File: src/rtl/decode_stage.sv
// decode_stage
// ------------
// Registered RV32I/RV32E decode stage sitting between fetch and
// register-read/execute. Each instruction taken from fetch is decoded and
// captured into output registers. The captured bundle stays bit-stable
// until downstream takes it.
//
// Parameters:
//   PC_W        - width of the program counter carried with the instruction
//   RV32E       - 1 flags any used register index >= 16 as illegal
//   FENCE_LEGAL - 1 decodes MISC-MEM (FENCE) as a legal no-op, 0 traps it
//
// Ports:
//   clk, reset            - clock and synchronous active-high reset
//   in_valid / in_ready   - fetch-side handshake
//   in_instr, in_pc       - raw instruction word and its address
//   flush                 - drops the held bundle and the offered instruction
//   out_valid / out_ready - execute-side handshake
//   out_pc                - registered PC
//   out_class             - one-hot {FENCE, SYSTEM, STORE, LOAD, LUI, AUIPC,
//                           JAL, JALR, BRANCH, ALUIMM, ALUREG}, MSB first
//   out_rs1/rs2/rd        - raw register index fields
//   out_funct3/funct7     - raw function fields
//   out_imm               - sign-extended immediate for the instruction format
//   out_rs1_used/rs2_used - operand read flags for hazard detection
//   out_rd_we             - instruction writes a non-zero destination
//   out_illegal           - instruction must trap further down the pipe

module decode_stage #(
    parameter int PC_W        = 32,
    parameter bit RV32E       = 1'b0,
    parameter bit FENCE_LEGAL = 1'b1
) (
    input  logic            clk,
    input  logic            reset,
    input  logic            in_valid,
    output logic            in_ready,
    input  logic [31:0]     in_instr,
    input  logic [PC_W-1:0] in_pc,
    input  logic            flush,
    output logic            out_valid,
    input  logic            out_ready,
    output logic [PC_W-1:0] out_pc,
    output logic [10:0]     out_class,
    output logic [4:0]      out_rs1,
    output logic [4:0]      out_rs2,
    output logic [4:0]      out_rd,
    output logic [2:0]      out_funct3,
    output logic [6:0]      out_funct7,
    output logic [31:0]     out_imm,
    output logic            out_rs1_used,
    output logic            out_rs2_used,
    output logic            out_rd_we,
    output logic            out_illegal
);

    // Bit positions inside the one-hot class vector.
    localparam int C_ALUREG = 0;
    localparam int C_ALUIMM = 1;
    localparam int C_BRANCH = 2;
    localparam int C_JALR   = 3;
    localparam int C_JAL    = 4;
    localparam int C_AUIPC  = 5;
    localparam int C_LUI    = 6;
    localparam int C_LOAD   = 7;
    localparam int C_STORE  = 8;
    localparam int C_SYSTEM = 9;
    localparam int C_FENCE  = 10;

    // Major opcodes (full seven bits, so the mandatory "11" suffix is
    // part of every match).
    localparam logic [6:0] OP_ALUREG = 7'b0110011;
    localparam logic [6:0] OP_ALUIMM = 7'b0010011;
    localparam logic [6:0] OP_BRANCH = 7'b1100011;
    localparam logic [6:0] OP_JALR   = 7'b1100111;
    localparam logic [6:0] OP_JAL    = 7'b1101111;
    localparam logic [6:0] OP_AUIPC  = 7'b0010111;
    localparam logic [6:0] OP_LUI    = 7'b0110111;
    localparam logic [6:0] OP_LOAD   = 7'b0000011;
    localparam logic [6:0] OP_STORE  = 7'b0100011;
    localparam logic [6:0] OP_SYSTEM = 7'b1110011;
    localparam logic [6:0] OP_FENCE  = 7'b0001111;

    localparam logic [6:0] F7_ZERO = 7'b0000000;
    localparam logic [6:0] F7_ALT  = 7'b0100000;

    // Raw instruction fields; these are passed through unchanged whatever
    // the format, so downstream sees exactly what was fetched.
    logic [6:0] opcode;
    logic [4:0] rd;
    logic [2:0] funct3;
    logic [4:0] rs1;
    logic [4:0] rs2;
    logic [6:0] funct7;

    assign opcode = in_instr[6:0];
    assign rd     = in_instr[11:7];
    assign funct3 = in_instr[14:12];
    assign rs1    = in_instr[19:15];
    assign rs2    = in_instr[24:20];
    assign funct7 = in_instr[31:25];

    // Opcode matches before any legality screening.
    logic is_alureg, is_aluimm, is_branch, is_jalr, is_jal, is_auipc;
    logic is_lui, is_load, is_store, is_system, is_fence;

    assign is_alureg = (opcode == OP_ALUREG);
    assign is_aluimm = (opcode == OP_ALUIMM);
    assign is_branch = (opcode == OP_BRANCH);
    assign is_jalr   = (opcode == OP_JALR);
    assign is_jal    = (opcode == OP_JAL);
    assign is_auipc  = (opcode == OP_AUIPC);
    assign is_lui    = (opcode == OP_LUI);
    assign is_load   = (opcode == OP_LOAD);
    assign is_store  = (opcode == OP_STORE);
    assign is_system = (opcode == OP_SYSTEM);
    assign is_fence  = (opcode == OP_FENCE) && FENCE_LEGAL;

    // Sign-extended immediates for every format; the class picks one.
    logic [31:0] imm_i, imm_s, imm_b, imm_u, imm_j;

    assign imm_i = {{20{in_instr[31]}}, in_instr[31:20]};
    assign imm_s = {{20{in_instr[31]}}, in_instr[31:25], in_instr[11:7]};
    assign imm_b = {{19{in_instr[31]}}, in_instr[31], in_instr[7],
                    in_instr[30:25], in_instr[11:8], 1'b0};
    assign imm_u = {in_instr[31:12], 12'b0};
    assign imm_j = {{11{in_instr[31]}}, in_instr[31], in_instr[19:12],
                    in_instr[20], in_instr[30:21], 1'b0};

    logic [10:0] raw_class;
    logic        raw_rs1_used, raw_rs2_used, raw_rd_we;
    logic        funct_bad, rv32e_bad, legal;
    logic [10:0] dec_class;
    logic        dec_rs1_used, dec_rs2_used, dec_rd_we;
    logic [31:0] dec_imm;

    // Classify the offered word and screen it for illegal encodings. The
    // operand/writeback flags are first worked out from the opcode alone
    // because the RV32E register limit only applies to indices that are
    // actually read or written; once legality is known, an illegal word
    // has every class and operand flag forced to zero so nothing
    // downstream acts on it except the trap.
    always_comb begin
        raw_class = '0;
        raw_class[C_ALUREG] = is_alureg;
        raw_class[C_ALUIMM] = is_aluimm;
        raw_class[C_BRANCH] = is_branch;
        raw_class[C_JALR]   = is_jalr;
        raw_class[C_JAL]    = is_jal;
        raw_class[C_AUIPC]  = is_auipc;
        raw_class[C_LUI]    = is_lui;
        raw_class[C_LOAD]   = is_load;
        raw_class[C_STORE]  = is_store;
        raw_class[C_SYSTEM] = is_system;
        raw_class[C_FENCE]  = is_fence;

        raw_rs1_used = is_alureg | is_aluimm | is_branch | is_jalr
                     | is_load | is_store;
        raw_rs2_used = is_alureg | is_branch | is_store;
        raw_rd_we    = (is_alureg | is_aluimm | is_jal | is_jalr | is_lui
                     | is_auipc | is_load | (is_system && funct3 != 3'b000))
                     && (rd != 5'd0);

        funct_bad = 1'b0;
        if (is_alureg && funct7 != F7_ZERO && funct7 != F7_ALT)
            funct_bad = 1'b1;
        if (is_alureg && funct7 == F7_ALT && funct3 != 3'b000 && funct3 != 3'b101)
            funct_bad = 1'b1;
        if (is_aluimm && funct3 == 3'b001 && funct7 != F7_ZERO)
            funct_bad = 1'b1;
        if (is_aluimm && funct3 == 3'b101 && funct7 != F7_ZERO && funct7 != F7_ALT)
            funct_bad = 1'b1;
        if (is_branch && (funct3 == 3'b010 || funct3 == 3'b011))
            funct_bad = 1'b1;
        if (is_load && (funct3 == 3'b011 || funct3 == 3'b110 || funct3 == 3'b111))
            funct_bad = 1'b1;
        if (is_store && funct3 >= 3'b011)
            funct_bad = 1'b1;
        if (is_jalr && funct3 != 3'b000)
            funct_bad = 1'b1;

        rv32e_bad = RV32E && ((raw_rs1_used && rs1[4])
                           || (raw_rs2_used && rs2[4])
                           || (raw_rd_we && rd[4]));

        legal = (in_instr[1:0] == 2'b11) && (raw_class != 11'd0)
             && !funct_bad && !rv32e_bad;

        dec_class    = legal ? raw_class : 11'd0;
        dec_rs1_used = legal && raw_rs1_used;
        dec_rs2_used = legal && raw_rs2_used;
        dec_rd_we    = legal && raw_rd_we;
    end

    // Pick the immediate from the decoded class. ALUREG and illegal words
    // have no format and carry zero.
    always_comb begin
        dec_imm = 32'd0;
        if (dec_class[C_ALUIMM] | dec_class[C_JALR] | dec_class[C_LOAD]
            | dec_class[C_SYSTEM] | dec_class[C_FENCE])
            dec_imm = imm_i;
        else if (dec_class[C_STORE])
            dec_imm = imm_s;
        else if (dec_class[C_BRANCH])
            dec_imm = imm_b;
        else if (dec_class[C_LUI] | dec_class[C_AUIPC])
            dec_imm = imm_u;
        else if (dec_class[C_JAL])
            dec_imm = imm_j;
    end

    // The stage can take a new word whenever its register is empty or is
    // being drained this cycle. Flush deliberately does not gate this, so
    // fetch sees the same ready it would otherwise and simply has its
    // word dropped.
    logic accept;

    assign in_ready = !out_valid || out_ready;
    assign accept   = in_valid && in_ready && !flush;

    // Handshake register. Reset beats flush, flush beats accept, and a
    // drain with no replacement empties the stage. Simultaneous drain and
    // accept just overwrites, which is what gives back-to-back throughput.
    always_ff @(posedge clk) begin
        if (reset)
            out_valid <= 1'b0;
        else if (flush)
            out_valid <= 1'b0;
        else if (accept)
            out_valid <= 1'b1;
        else if (out_ready)
            out_valid <= 1'b0;
    end

    // Payload registers only load on accept, so they stay bit-stable
    // under backpressure and keep their last value after a drain or flush.
    always_ff @(posedge clk) begin
        if (reset) begin
            out_pc       <= '0;
            out_class    <= '0;
            out_rs1      <= '0;
            out_rs2      <= '0;
            out_rd       <= '0;
            out_funct3   <= '0;
            out_funct7   <= '0;
            out_imm      <= '0;
            out_rs1_used <= 1'b0;
            out_rs2_used <= 1'b0;
            out_rd_we    <= 1'b0;
            out_illegal  <= 1'b0;
        end else if (accept) begin
            out_pc       <= in_pc;
            out_class    <= dec_class;
            out_rs1      <= rs1;
            out_rs2      <= rs2;
            out_rd       <= rd;
            out_funct3   <= funct3;
            out_funct7   <= funct7;
            out_imm      <= dec_imm;
            out_rs1_used <= dec_rs1_used;
            out_rs2_used <= dec_rs2_used;
            out_rd_we    <= dec_rd_we;
            out_illegal  <= !legal;
        end
    end

endmodule

File: config.mk
export PLATFORM = sky130hd
export DESIGN_NAME = decode_stage
export DESIGN_NICKNAME = d
export VERILOG_FILES = /design/src/rtl/decode_stage.sv
export SDC_FILE = /design/constraint.sdc
export NUM_CORES = 1
export LEC_CHECK = 0
export BUFFER_PORTS_ARGS = -buffer_cell sky130_fd_sc_hd__buf_2
export CORE_UTILIZATION = 35
export CTS_BUF_LIST = sky130_fd_sc_hd__clkbuf_8 sky130_fd_sc_hd__clkbuf_16
export DETAILED_ROUTE_END_ITERATION = 8
export PLACE_DENSITY_LB_ADDON = 0.2
export SYNTH_ARGS = -nofsm -noshare
export SYNTH_HDL_FRONTEND = slang
export SYNTH_SLANG_ARGS = --single-unit
File: constraint.sdc
create_clock -name clk -period 3.83 [get_ports clk]
set_input_delay 0.1915 -clock clk [delete_from_list [all_inputs] [get_ports clk]]
set_output_delay 0.1915 -clock clk [all_outputs]
set_load 0.005 [all_outputs]
== Word-level counts from Yosys, hierarchy flattened ==
Index checks and enable logic that the tools add are counted.
Cells by class
  reduce and logical (&&, ||, !) cells: 37
  multiplexer cells: 16
  bitwise logic cells: 18
  order comparisons: 1
  equality and inequality tests: 21
Operators by type and width (count)
  32-bit 2-to-1 mux: 5
  7-bit by 6-bit equality test with 1-bit output, second input constant: 4
  7-bit equality test, second input constant: 4
  1-bit logical AND: 23
  1-bit OR: 18
  7-bit by 5-bit equality test with 1-bit output, second input constant: 2
  11-bit 2-to-1 mux: 1
  11-bit nonzero test: 1
  1-bit 2-to-1 mux: 10
  3-bit equality test, second input constant: 3
  7-bit by 2-bit equality test with 1-bit output, second input constant: 1
  7-bit by 4-bit equality test with 1-bit output, second input constant: 1
  7-bit by 6-bit inequality test with 1-bit output, second input constant: 1
  7-bit nonzero test: 1
  3-bit by 2-bit equality test with 1-bit output, second input constant: 2
  5-bit nonzero test: 1
  1-bit zero test: 4
  1-bit logical OR: 4
  3-bit by 1-bit equality test with 1-bit output, second input constant: 1
  3-bit by 2-bit >= comparator with 1-bit output, second input constant: 1
  3-bit inequality test, second input constant: 1
  3-bit nonzero test: 1
  2-bit equality test, second input constant: 1
  2-bit nonzero test: 1
  2-bit OR reduction: 1
Storage, ports and cells
  output and inout port bits: 106
  logic and storage cells: 106
  flip-flop bits (word level): 105

== Depth between registers and ports, before layout ==
Gate-level depths: netlist (run 1).
  depth in word-level cells: 19
  gate-level depth with buffers: 9
  gate-level depth less buffers: 6

== Worst setup path before layout (run 1) ==
OpenSTA, ideal clock, no wires.
  path type: input to register
  start: input port in_instr[12]
  end: register out_imm[24]
  setup time: 0.147 ns
  arrival time: 1.885 ns
  path buffers: 2
  setup slack: 1.798 ns
  stages on the path: 8
  data required time: 3.683 ns
  cell sequence: buf_2 > o21ai_0 > a211oi_1 > or3b_1 > or3_4 > o221ai_2 > buf_6 > a221oi_2
On the way
  longest elaborated chain between the ends: 18
RTL lines
  start: declaration: line 38  | input logic [31:0] in_instr,
  3-bit nonzero test: line 167, 179
  1-bit logical AND (2 in a row): line 167  | if (is_alureg && funct7 == F7_ALT && funct3 != 3'b000 && funct3 != 3'b101)
  1-bit 2-to-1 mux: line 167
  1-bit 2-to-1 mux: line 169  | if (is_aluimm && funct3 == 3'b001 && funct7 != F7_ZERO)
  1-bit 2-to-1 mux: line 171  | if (is_aluimm && funct3 == 3'b101 && funct7 != F7_ZERO && funct7 != F7_ALT)
  1-bit 2-to-1 mux: line 173  | if (is_branch && (funct3 == 3'b010 || funct3 == 3'b011))
  1-bit 2-to-1 mux: line 175  | if (is_load && (funct3 == 3'b011 || funct3 == 3'b110 || funct3 == 3'b111))
  1-bit 2-to-1 mux: line 177  | if (is_store && funct3 >= 3'b011)
  1-bit 2-to-1 mux *: line 179  | if (is_jalr && funct3 != 3'b000)
  1-bit zero test *: line 187  | && !funct_bad && !rv32e_bad;
  1-bit logical AND *: line 187
  11-bit 2-to-1 mux *: line 189  | dec_class = legal ? raw_class : 11'd0;
  32-bit 2-to-1 mux (tied with other cells): line 208  | else if (dec_class[C_JAL])
  32-bit 2-to-1 mux / 1-bit OR (equally long branches): line 206, 199
  32-bit 2-to-1 mux / 1-bit OR (equally long branches): line 204, 200
  32-bit 2-to-1 mux / 1-bit OR (equally long branches): line 202, 200
  32-bit 2-to-1 mux *: line 199  | if (dec_class[C_ALUIMM] | dec_class[C_JALR] | dec_class[C_LOAD]
  end signal: assignment: line 259  | out_imm <= dec_imm;
  end: declaration: line 50  | output logic [31:0] out_imm,
Every way passes the cells marked *; elsewhere a longest branch is shown, timed or not.
A chain may end at the register's enable or synchronous reset.

== Final worst setup path (run 1) ==
  start: input port in_instr[14]
  end: register out_imm[13]
The elaborated chain is that of the path after synthesis.

==> run_results.csv, run 1 <==
group,metric,value,unit
power,power_density,417,nW/µm²
synth,synth_seq_area_share,0.471,
synth,ys_warn_count,0,
drt,vias_per_cell,5.17,
synth,async_flop_share,0,
global_routing,track_usage,0.210,
placement,routabilityCongestion,0.996,
setup_path,worstPathCellList,"buf_2, o21ai_0, a211oi_1, or3b_1, o31ai_2, nand2_1, a311oi_1",
drt,drt-total-wl,13.9,mm
power,p_leak,2.44,nW
die,core,12200,µm²
setup_path,max_stage_delay,850,ps
synth,synth_edf_count,0,
synth,ys.flop_type,"dfxtp_1",
synth,synth-seq-cells,105,
sta,maxSlewHeadroom,0.221,
sta,fin_crit,2480,ps
sta,max_freq,0.403,GHz
clock_network,clockBufferDepth,2,
die,ios,175,
sta,hold_viol,0,
power,ir_drop,0.258,mV
layout,drive_gt1_frac,0.318,
setup_path,crit_path_start_kind,"primary input",
die,die_h,115,µm
die,die_area,13200,µm²
hold_path,worst_hold_path_type,"primary input to flop",
synth,synth.distinct_cells,53,
synth,netlist_instances,544,
placement,port_buffers,174,
global_routing,grt_pass1_vias,4029,
die,rows,40,
synth,syn_area_per_cell,8.20,µm²
sta,finClkSkew,5.66,ps
die,die_w,115,µm
drt,wl_per_cell,16.1,µm
setup_path,path_class,"primary input to flop",
drt,route.detailed.drc,0,
layout,final_nets,756,
layout,fillers,1277,
synth,syn_area,4460,µm²
clock_network,cts_tree,"built",
clock_network,cts.repair.resized,0,
setup_path,critPathSlowestCell,"o31ai_2",
outcome,outcome,"finished, final reports clean",
drt,dr_total_vias,4442,
clock_network,clock_sinks,105,
flow_run,cap_violations,0,
placement,dp.final_hpwl,9.69,mm
sta,finalSetupTns,0,ps
synth,synthesis.nets,613,
layout,num_antenna_cells,0,
drt,ant_nets,0,
die,start_util,0.365,
clock_network,path_clk_slew,70,ps
layout,area_delta_synth_final,28.3,%
global_routing,grt-ovfl-total,0,
global_routing,grt_pass1_wl,21.3,mm
clock_network,postCtsHoldBufs,0,
drt,dr.pass1.iters,5,
power,p_total,2.39,mW
setup_path,crit_fanout,13,
setup_path,crit_buf_inv,1,
clock_network,cts_buffers,9,
sta,slew_viol_final,0,
clock_network,post_cts_buffers,0,
sta,worst_pin_slew,1170,ps
sta,rsz0062_at_grt,"no",
clock_network,htree_levels,3,
drt,drt_iter0_drc,372,
sta,post-route-period-util,0.647,
sta,setup_viol,0,
setup_path,worstPathArrival,2730,ps
setup_path,cp-end-kind,"flop",
clock_network,cts_root_buf,"clkbuf_16",
setup_path,crit_required,4080,ps
global_routing,grt_max_degree,106,
setup_path,crit_family,"compound AO/OA/AOI/OAI gates",
global_routing,antenna_found_initial,0,
clock_network,clock_latency,350,ps
==> synthesized netlist by cell type (all sizes together) (2+ instances only) <==
library cell	instances	area (µm²)
o2111ai	2	17.5
nand3	5	25.0
o21ai	5	25.0
or3	2	17.5
nor2	33	124
mux2	4	45.0
a22oi	14	105
nor4	5	31.3
nand2b	3	18.8
a21oi	86	430
nand3b	2	15.0
nor3	7	35.0
and2	2	12.5
inv	4	15.0
a211oi	8	60.1
o31ai	3	27.5
a32oi	3	26.3
o211ai	5	37.5
dfxtp	105	2100
or2	3	18.8
buf	13	80.1
nor2b	3	18.8
nand4	2	12.5
clkbuf	35	131
nand4bb	2	38.8
a221oi	13	183
nand2	150	563
a311oi	2	35.0
a31oi	2	12.5
o21bai	7	52.6
==> registers in the layout (all words and copies together), names as in the netlist, 3 cells and up <==
register	count
out_rs2	5
out_class	11
out_funct3	3
out_imm	32
out_pc	32
out_funct7	7
out_rs1	5
out_rd	5
==> metal layers <==
layer,track usage,share of wire,vias to the layer above
met5,0,0,-
met4,0.0684,0.024,0
met3,0.0801,0.10,25
met2,0.331,0.45,222
met1,0.264,0.43,2019
li1,-,-,2176
==> kinds of logic after synthesis <==
| logic type | share of synthesized area |
|---|---|
| AND/OR/NAND/NOR | 0.222 |
| AO/OA/AOI/OAI | 0.245 |
| flip-flops | 0.471 |
| buffers and inverters | 0.0508 |
| multiplexers | 0.0101 |
| XOR/XNOR | 0.00196 |
==> final timing paths <==
kind                start            to  slack (ps)  depth (start not counted)
min reg2reg  out_class[6]  out_class[6]         450                          2
max reg2reg     out_valid     out_rd_we        1750                          6
min                 flush     out_valid          40                          2
max          in_instr[14]   out_imm[13]        1350                          7
==> area by class of cell <==
cell class	count	area (µm²)	area share
sequential	105	2100	0.367
inverter	4	15.0	0.00262
tap	168	210	0.0367
timing repair buffer	180	931	0.163
clock buffer	10	239	0.0417
multi-input combinational	387	2140	0.375
clock inverter	6	83.8	0.0146
==> report_power, final <==
part | total (mW) | leakage [nW] | switching, mW | internal [mW]
Combinational | 0.253 | 1.43 | 0.159 | 0.0944
Clock | 0.990 | 0.161 | 0.403 | 0.587
Sequential | 1.15 | 0.854 | 0.0175 | 1.13
Total | 2.39 | 2.44 | 0.579 | 1.81
==> cells in the final DEF (no fill, tap or decap), types with 6 or more instances in the layout <==
cell         n
a211oi_1     8
a21oi_1     86
a221oi_2    11
a22oi_1     14
buf_2      173
buf_4        6
clkbuf_16    9
dfxtp_1    105
inv_1        6
nand2_1    150
nor2_1      33
nor3_1       7
o21bai_1     7
==> metrics by stage <==
step / cell area [µm²] / instances / worst slack, ps / hold slack [ps] / util
6_report: 5730 / 860 / 1350 / 43.5 / 0.469
3_3_place_gp: 5400 / 844 / 1140 / 403 / 0.442
3_5_place_dp: 5400 / 844 / 993 / 406 / 0.442
4_1_cts: 5730 / 860 / 1350 / 32.0 / 0.469
5_1_grt: 5730 / 860 / 1100 / 44.8 / 0.469
2_1_floorplan: 4460 / 544 / 1800 / 271 / -
==> worst reg2reg max path, delay by kind of cell (launching register included) <==
kind / cells / cell delay (ps)
compound gates: 2 / 430
buf+inv: 1 / 80
simple gates: 3 / 1200
flops: 1 / 310
Note: power is estimated with default switching activity, not from simulation.
==> inputs of run 2 (changes only) <==
--- a/config.mk
+++ b/config.mk
@@ -5,6 +5,7 @@
 export SDC_FILE = /design/constraint.sdc
 export NUM_CORES = 1
 export LEC_CHECK = 0
+export ABC_AREA = 1
 export BUFFER_PORTS_ARGS = -buffer_cell sky130_fd_sc_hd__buf_2
 export CORE_UTILIZATION = 35
 export CTS_BUF_LIST = sky130_fd_sc_hd__clkbuf_8 sky130_fd_sc_hd__clkbuf_16
==> constraint.sdc (replaced) <==
create_clock -name clk -period 2 [get_ports clk]
set_input_delay 0.1 -clock clk [delete_from_list [all_inputs] [get_ports clk]]
set_output_delay 0.1 -clock clk [all_outputs]
set_load 0.005 [all_outputs]
==> run_results.csv, run 2 <==
group,metric,value,unit
outcome,outcome,"finished, final reports clean",
synth,synth_seq_area_share,0.456,
clock_network,cts_tree,"built",
clock_network,clock_latency,360,ps
layout,final_nets,942,
setup_path,ff2ff_setup_slack,360,ps
sta,slew_viol_final,0,
clock_network,post_cts_buffers,0,
setup_path,crit_path_start_kind,"primary input",
setup_path,cp-end-kind,"flop",
sta,fin_crit,1710,ps
synth,synth_edf_count,0,
synth,synth_top_family_by_area,"simple AND/OR/NAND/NOR gates",
clock_network,path_clk_slew,70,ps
drt,wl_per_cell,13.5,µm
global_routing,track_usage,0.214,
synth,syn_area_per_cell,6.86,µm²
hold_path,hold_path_depth,3,
hold_path,min_to,"out_valid",
layout,top_regs,"out_imm x32, out_pc x32, out_class x11",
synth,synth-simple-area-share,0.303,
clock_network,clock_sinks,105,
sta,post-route-period-util,0.855,
synth,netlist_instances,672,
die,rows,41,
clock_network,htree_levels,3,
synth,ys.flop_type,"dfxtp_1",
setup_path,path_class,"primary input to flop",
synth,synth_area_leaders,"dfxtp_1 46%, nor2_1 13%, nand2_1 10%, o21ai_0 7.4%, a21oi_1 5.0%",
clock_network,cts_root_buf,"clkbuf_16",
setup_path,r2r_start,"out_valid",
placement,dp.final_hpwl,9.47,mm
setup_path,worstPathArrival,1960,ps
layout,mostFrequentLayoutCells,"174 x buf_2, 156 x nor2_1, 128 x nand2_1",
layout,drive_gt1_frac,0.276,
synth,synthesis.nets,741,
synth,syn_area,4610,µm²
die,die_h,117,µm
setup_path,r2r_cells,7,
power,p_leak,3.31,nW
flow_run,cap_violations,0,
placement,routabilityCongestion,0.873,
die,ios,175,
synth,synth_xor_area_frac,0,
drt,dr.pass1.iters,5,
global_routing,grt-ovfl-total,0,
drt,vias_per_cell,4.70,
synth,ys_top_cells_by_count,"156 x nor2_1, 128 x nand2_1, 105 x dfxtp_1",
drt,drt-total-wl,14.1,mm
hold_path,min-delay-start,"in_valid",
placement,port_buffers,174,
die,die_area,13600,µm²
synth,ys_warn_count,0,
synth,synth_top_area_frac,0.456,
setup_path,crit_required,2250,ps
sta,finClkSkew,4.12,ps
global_routing,grt_pass1_wl,22.5,mm
synth,synth_mux_area_frac,0,
clock_network,clockBufferDepth,2,
setup_path,crit_fanout,102,
clock_network,postCtsHoldBufs,38,
synth,synth_compound_area_frac,0.161,
synth,synth_most_common_cell,"nor2_1",
hold_path,worst_hold_path_type,"primary input to flop",
die,start_util,0.363,
sta,setup_viol,0,
drt,ant_nets,0,
layout,area_delta_synth_final,38.1,%
clock_network,cts.repair.resized,0,
sta,max_freq,0.585,GHz
power,ir_drop,0.359,mV
synth,yosys.area.top_type,"dfxtp_1",
die,core,12700,µm²
layout,final_common_cell,"buf_2",
synth,synth_fa_ha_area_frac,0,
sta,hold_viol,0,
synth,synth-seq-cells,105,
synth,async_flop_share,0,
sta,finalSetupTns,0,ps
clock_network,cts_buffers,9,
global_routing,antenna_found_initial,1,
global_routing,grt_max_degree,103,
global_routing,grt_pass1_vias,4555,
sta,rsz0062_at_grt,"no",
layout,fillers,1304,
die,die_w,117,µm
drt,drt_iter0_drc,291,
layout,num_antenna_cells,0,
sta,worst_pin_slew,540,ps
sta,maxSlewHeadroom,0.640,
drt,dr_total_vias,4936,
synth,synth.distinct_cells,30,
setup_path,r2r_end,"out_imm[17]",
power,power_density,726,nW/µm²
power,p_total,4.62,mW
drt,route.detailed.drc,0,
[run 2: changes by cell type in the layout (fill, tap and decap cells not counted), sizes merged, moves of 25 or more]
cell and change:
dlygate4sd3 +38, nor2 +128, a21oi -32, inv +51, o21ai +75, nand3 +25
[run 2: how the worst max path moves through the flow]
stage                            from     endpoint  slack [ps]  depth (start not counted)
after floorplan           in_instr[0]  out_imm[21]         420                         14
after global placement    in_instr[0]  out_imm[11]          80                         14
after detailed placement  in_instr[0]  out_imm[11]          30                         14
after CTS                       flush  out_imm[11]         280                          7
after global routing            flush  out_imm[14]         120                          7
final                           flush  out_imm[17]         290                          7
[run 2: layout make-up]
type                    count  area, µm²  share of cell area
multi-input cells         473       2150               0.337
clock buffers              10        239              0.0375
inverters                  56        210              0.0330
repair buffers            228       1400               0.219
well taps                 172        215              0.0338
clock inverters             6       58.8             0.00923
flip-flops and latches    105       2100               0.330
[run 2: per-stage QoR]
step / cells / area (µm²) / utilization / hold slack [ps] / worst slack [ps]
3_5_place_dp: 996 / 5690 / 0.447 / 302 / 31.6
2_1_floorplan: 672 / 4610 / - / 178 / 415
6_report: 1050 / 6370 / 0.501 / 34.5 / 290
5_1_grt: 1050 / 6370 / 0.501 / 30.0 / 115
3_3_place_gp: 996 / 5690 / 0.447 / 299 / 75.9
4_1_cts: 1050 / 6370 / 0.501 / 25.5 / 281
[run 2: power by group]
| group | internal, mW | switching, mW |
|---|---|---|
| Sequential | 2.19 | 0.0455 |
| Combinational | 0.259 | 0.326 |
| Clock | 0.996 | 0.803 |
| Total | 3.45 | 1.17 |
[run 2: critical path, stage by stage]
cell and delay (ps):
dlygate4sd3_1 550, buf_2 140, nor3_2 310, buf_12 380
nand2_2 230, o21ai_1 170, inv_1 50
[run 2: cells by family (layout without fill, tap and decap cells)]
family | count (synthesis) | in the layout
AOI/OAI and AO/OA | 139 | 139
buffers and inverters | 94 | 300
DFF | 105 | 105
and+or+nand+nor | 334 | 334
[run 2: layer usage]
metal,share of wire,track usage,vias to the layer above
li1,-,-,2530
met1,0.47,0.277,2229
met2,0.44,0.342,153
met3,0.068,0.0587,22
met4,0.017,0.0759,2
met5,0.00092,0,-
==> inputs of run 3 (changes only) <==
--- a/config.mk
+++ b/config.mk
@@ -7,6 +7,7 @@
 export LEC_CHECK = 0
 export ABC_AREA = 1
 export BUFFER_PORTS_ARGS = -buffer_cell sky130_fd_sc_hd__buf_2
+export CORE_ASPECT_RATIO = 0.8
 export CORE_UTILIZATION = 35
 export CTS_BUF_LIST = sky130_fd_sc_hd__clkbuf_8 sky130_fd_sc_hd__clkbuf_16
 export DETAILED_ROUTE_END_ITERATION = 8
==> run_results.csv, run 3 (synthesis results as in run 2) <==
group,metric,value,unit
sta,hold_viol,0,
global_routing,grt_use_met2,0.335,
power,power_density,710,nW/µm²
power,internal_power,3.30,mW
sta,finalSetupTns,0,ps
layout,final_nets,941,
sta,post-route-period-util,0.815,
flow_run,cap_violations,0,
setup_path,cp-end-kind,"flop",
drt,wl_per_cell,13.3,µm
sta,worst_pin_slew,562,ps
drt,dr.pass1.iters,4,
setup_path,worstPathArrival,1910,ps
clock_network,path_clk_slew,70,ps
clock_network,htree_levels,3,
drt,dr_total_vias,4878,
clock_network,clockBufferDepth,2,
die,ios,175,
power,netSwitchingPower,1.19,mW
power,p_sw_frac,0.266,
layout,fillers,1398,
global_routing,grt-busiest-layer,"met2",
sta,max_freq,0.613,GHz
global_routing,grt-ovfl-total,0,
clock_network,clock_sinks,105,
power,ir_drop,0.385,mV
drt,drt_iter0_drc,295,
sta,finClkSkew,8.62,ps
global_routing,met3_usage,0.0599,
power,sequentialPowerShare,0.498,
placement,dp.final_hpwl,9.57,mm
global_routing,track_usage,0.211,
outcome,outcome,"finished, final reports clean",
setup_path,ff2ff_setup_slack,410,ps
layout,top_regs,"out_imm x32, out_pc x32, out_class x11",
hold_path,worst_hold_path_type,"primary input to flop",
sta,setup_viol,0,
global_routing,grt_max_degree,61,
setup_path,r2r_end,"out_imm[8]",
global_routing,antenna_found_initial,0,
global_routing,grt_pass1_vias,4612,
sta,fin_crit,1630,ps
drt,ant_nets,0,
drt,vias_per_cell,4.64,
layout,mostFrequentLayoutCells,"174 x buf_2, 156 x nor2_1, 128 x nand2_1",
clock_network,cts_root_buf,"clkbuf_16",
sta,rsz0062_at_grt,"no",
setup_path,crit_path_start_kind,"primary input",
setup_path,r2r_start,"out_valid",
sta,maxSlewHeadroom,0.625,
sta,whs,14.4,ps
global_routing,grt_pass1_wl,22.6,mm
drt,route.detailed.drc,0,
placement,port_buffers,174,
clock_network,cts_tree,"built",
sta,slew_viol_final,0,
placement,routabilityCongestion,0.886,
die,die_w,130,µm
setup_path,r2r_cells,8,
die,die_h,105,µm
drt,drt-total-wl,13.9,mm
placement,place_area,5680,µm²
layout,area_delta_synth_final,37.2,%
clock_network,cts_buffers,9,
layout,final_common_cell,"buf_2",
setup_path,path_class,"primary input to flop",
layout,num_antenna_cells,0,
setup_path,crit_fanout,29,
die,die_area,13600,µm²
global_routing,grt_util_met1,0.279,
clock_network,clock_latency,350,ps
layout,drive_gt1_frac,0.277,
die,core,12900,µm²
power,p_comb_frac,0.129,
die,start_util,0.358,
setup_path,cp-endpoint,"out_imm[8]",
power,pwr-share-clk,0.373,
setup_path,crit_required,2280,ps
layout,stdcell_area,6330,µm²
setup_path,critPathLaunch,"flush",
clock_network,post_cts_buffers,0,
power,p_leak,3.29,nW
die,rows,37,
[run 3: cell count changes in the layout (fill, tap and decap cells not counted)]
cell           delta
buf_12            -1
buf_4             +1
bufinv_16         -1
clkbuf_8          -1
dlygate4sd3_1     -1
inv_1             -1
inv_6             +3
[run 3: worst min path at each step]
stage	startpoint	endpoint	slack, ps	depth (start not counted)
finish	in_instr[15]	out_rs1[0]	10	3
floorplan	flush	out_valid	180	1
global route	in_instr[15]	out_rs1[0]	10	3
CTS	in_pc[9]	out_pc[9]	6	3
detailed placement	flush	out_valid	310	2
global placement	flush	out_valid	310	2
[run 3: power groups by stage]
stage	combinational (mW)	clock, mW	sequential (mW)
finish	0.579	1.68	2.24
global route	0.651	1.82	2.25
detailed placement	0.523	0	2.28
global placement	0.523	0	2.29
CTS	0.578	1.73	2.24
floorplan	0.248	0	2.29
[run 3: through the flow]
step,instances,setup WS [ps],utilization,total power [mW]
after floorplan,672,415,-,2.54
after global placement,999,75.7,0.441,2.81
after detailed placement,999,25.4,0.441,2.81
after CTS,1051,390,0.491,4.55
after global routing,1052,144,0.492,4.72
final,1052,369,0.492,4.49
[run 3: cell type report]
| type | count | area (µm²) | share of cell area |
|---|---|---|---|
| clock inverter | 7 | 51.3 | 0.00811 |
| sequential | 105 | 2100 | 0.332 |
| tap | 175 | 219 | 0.0346 |
| multi-input combinational | 473 | 2150 | 0.339 |
| inverter | 56 | 210 | 0.0332 |
| timing repair buffer | 227 | 1370 | 0.217 |
| clock buffer | 9 | 225 | 0.0356 |
[run 3: critical path, cell delays in order]
cell,delay (ps)
dlygate4sd3_1,530
buf_2,140
nor3_2,330
inv_2,170
buf_4,270
nor2_1,170
nand2_1,70
a21oi_1,110
[run 3: metal layers]
metal / routed length, µm / up-vias
li1: - / 2527
met1: 6610 / 2180
met2: 6110 / 159
met3: 1060 / 12
met4: 163 / 0
met5: 0 / -
[run 3: what timing repair did]
action,CTS,global route
setup endpoints to repair,0,0
hold buffers,36,1
hold endpoints to repair,36,1
resized for setup,0,0
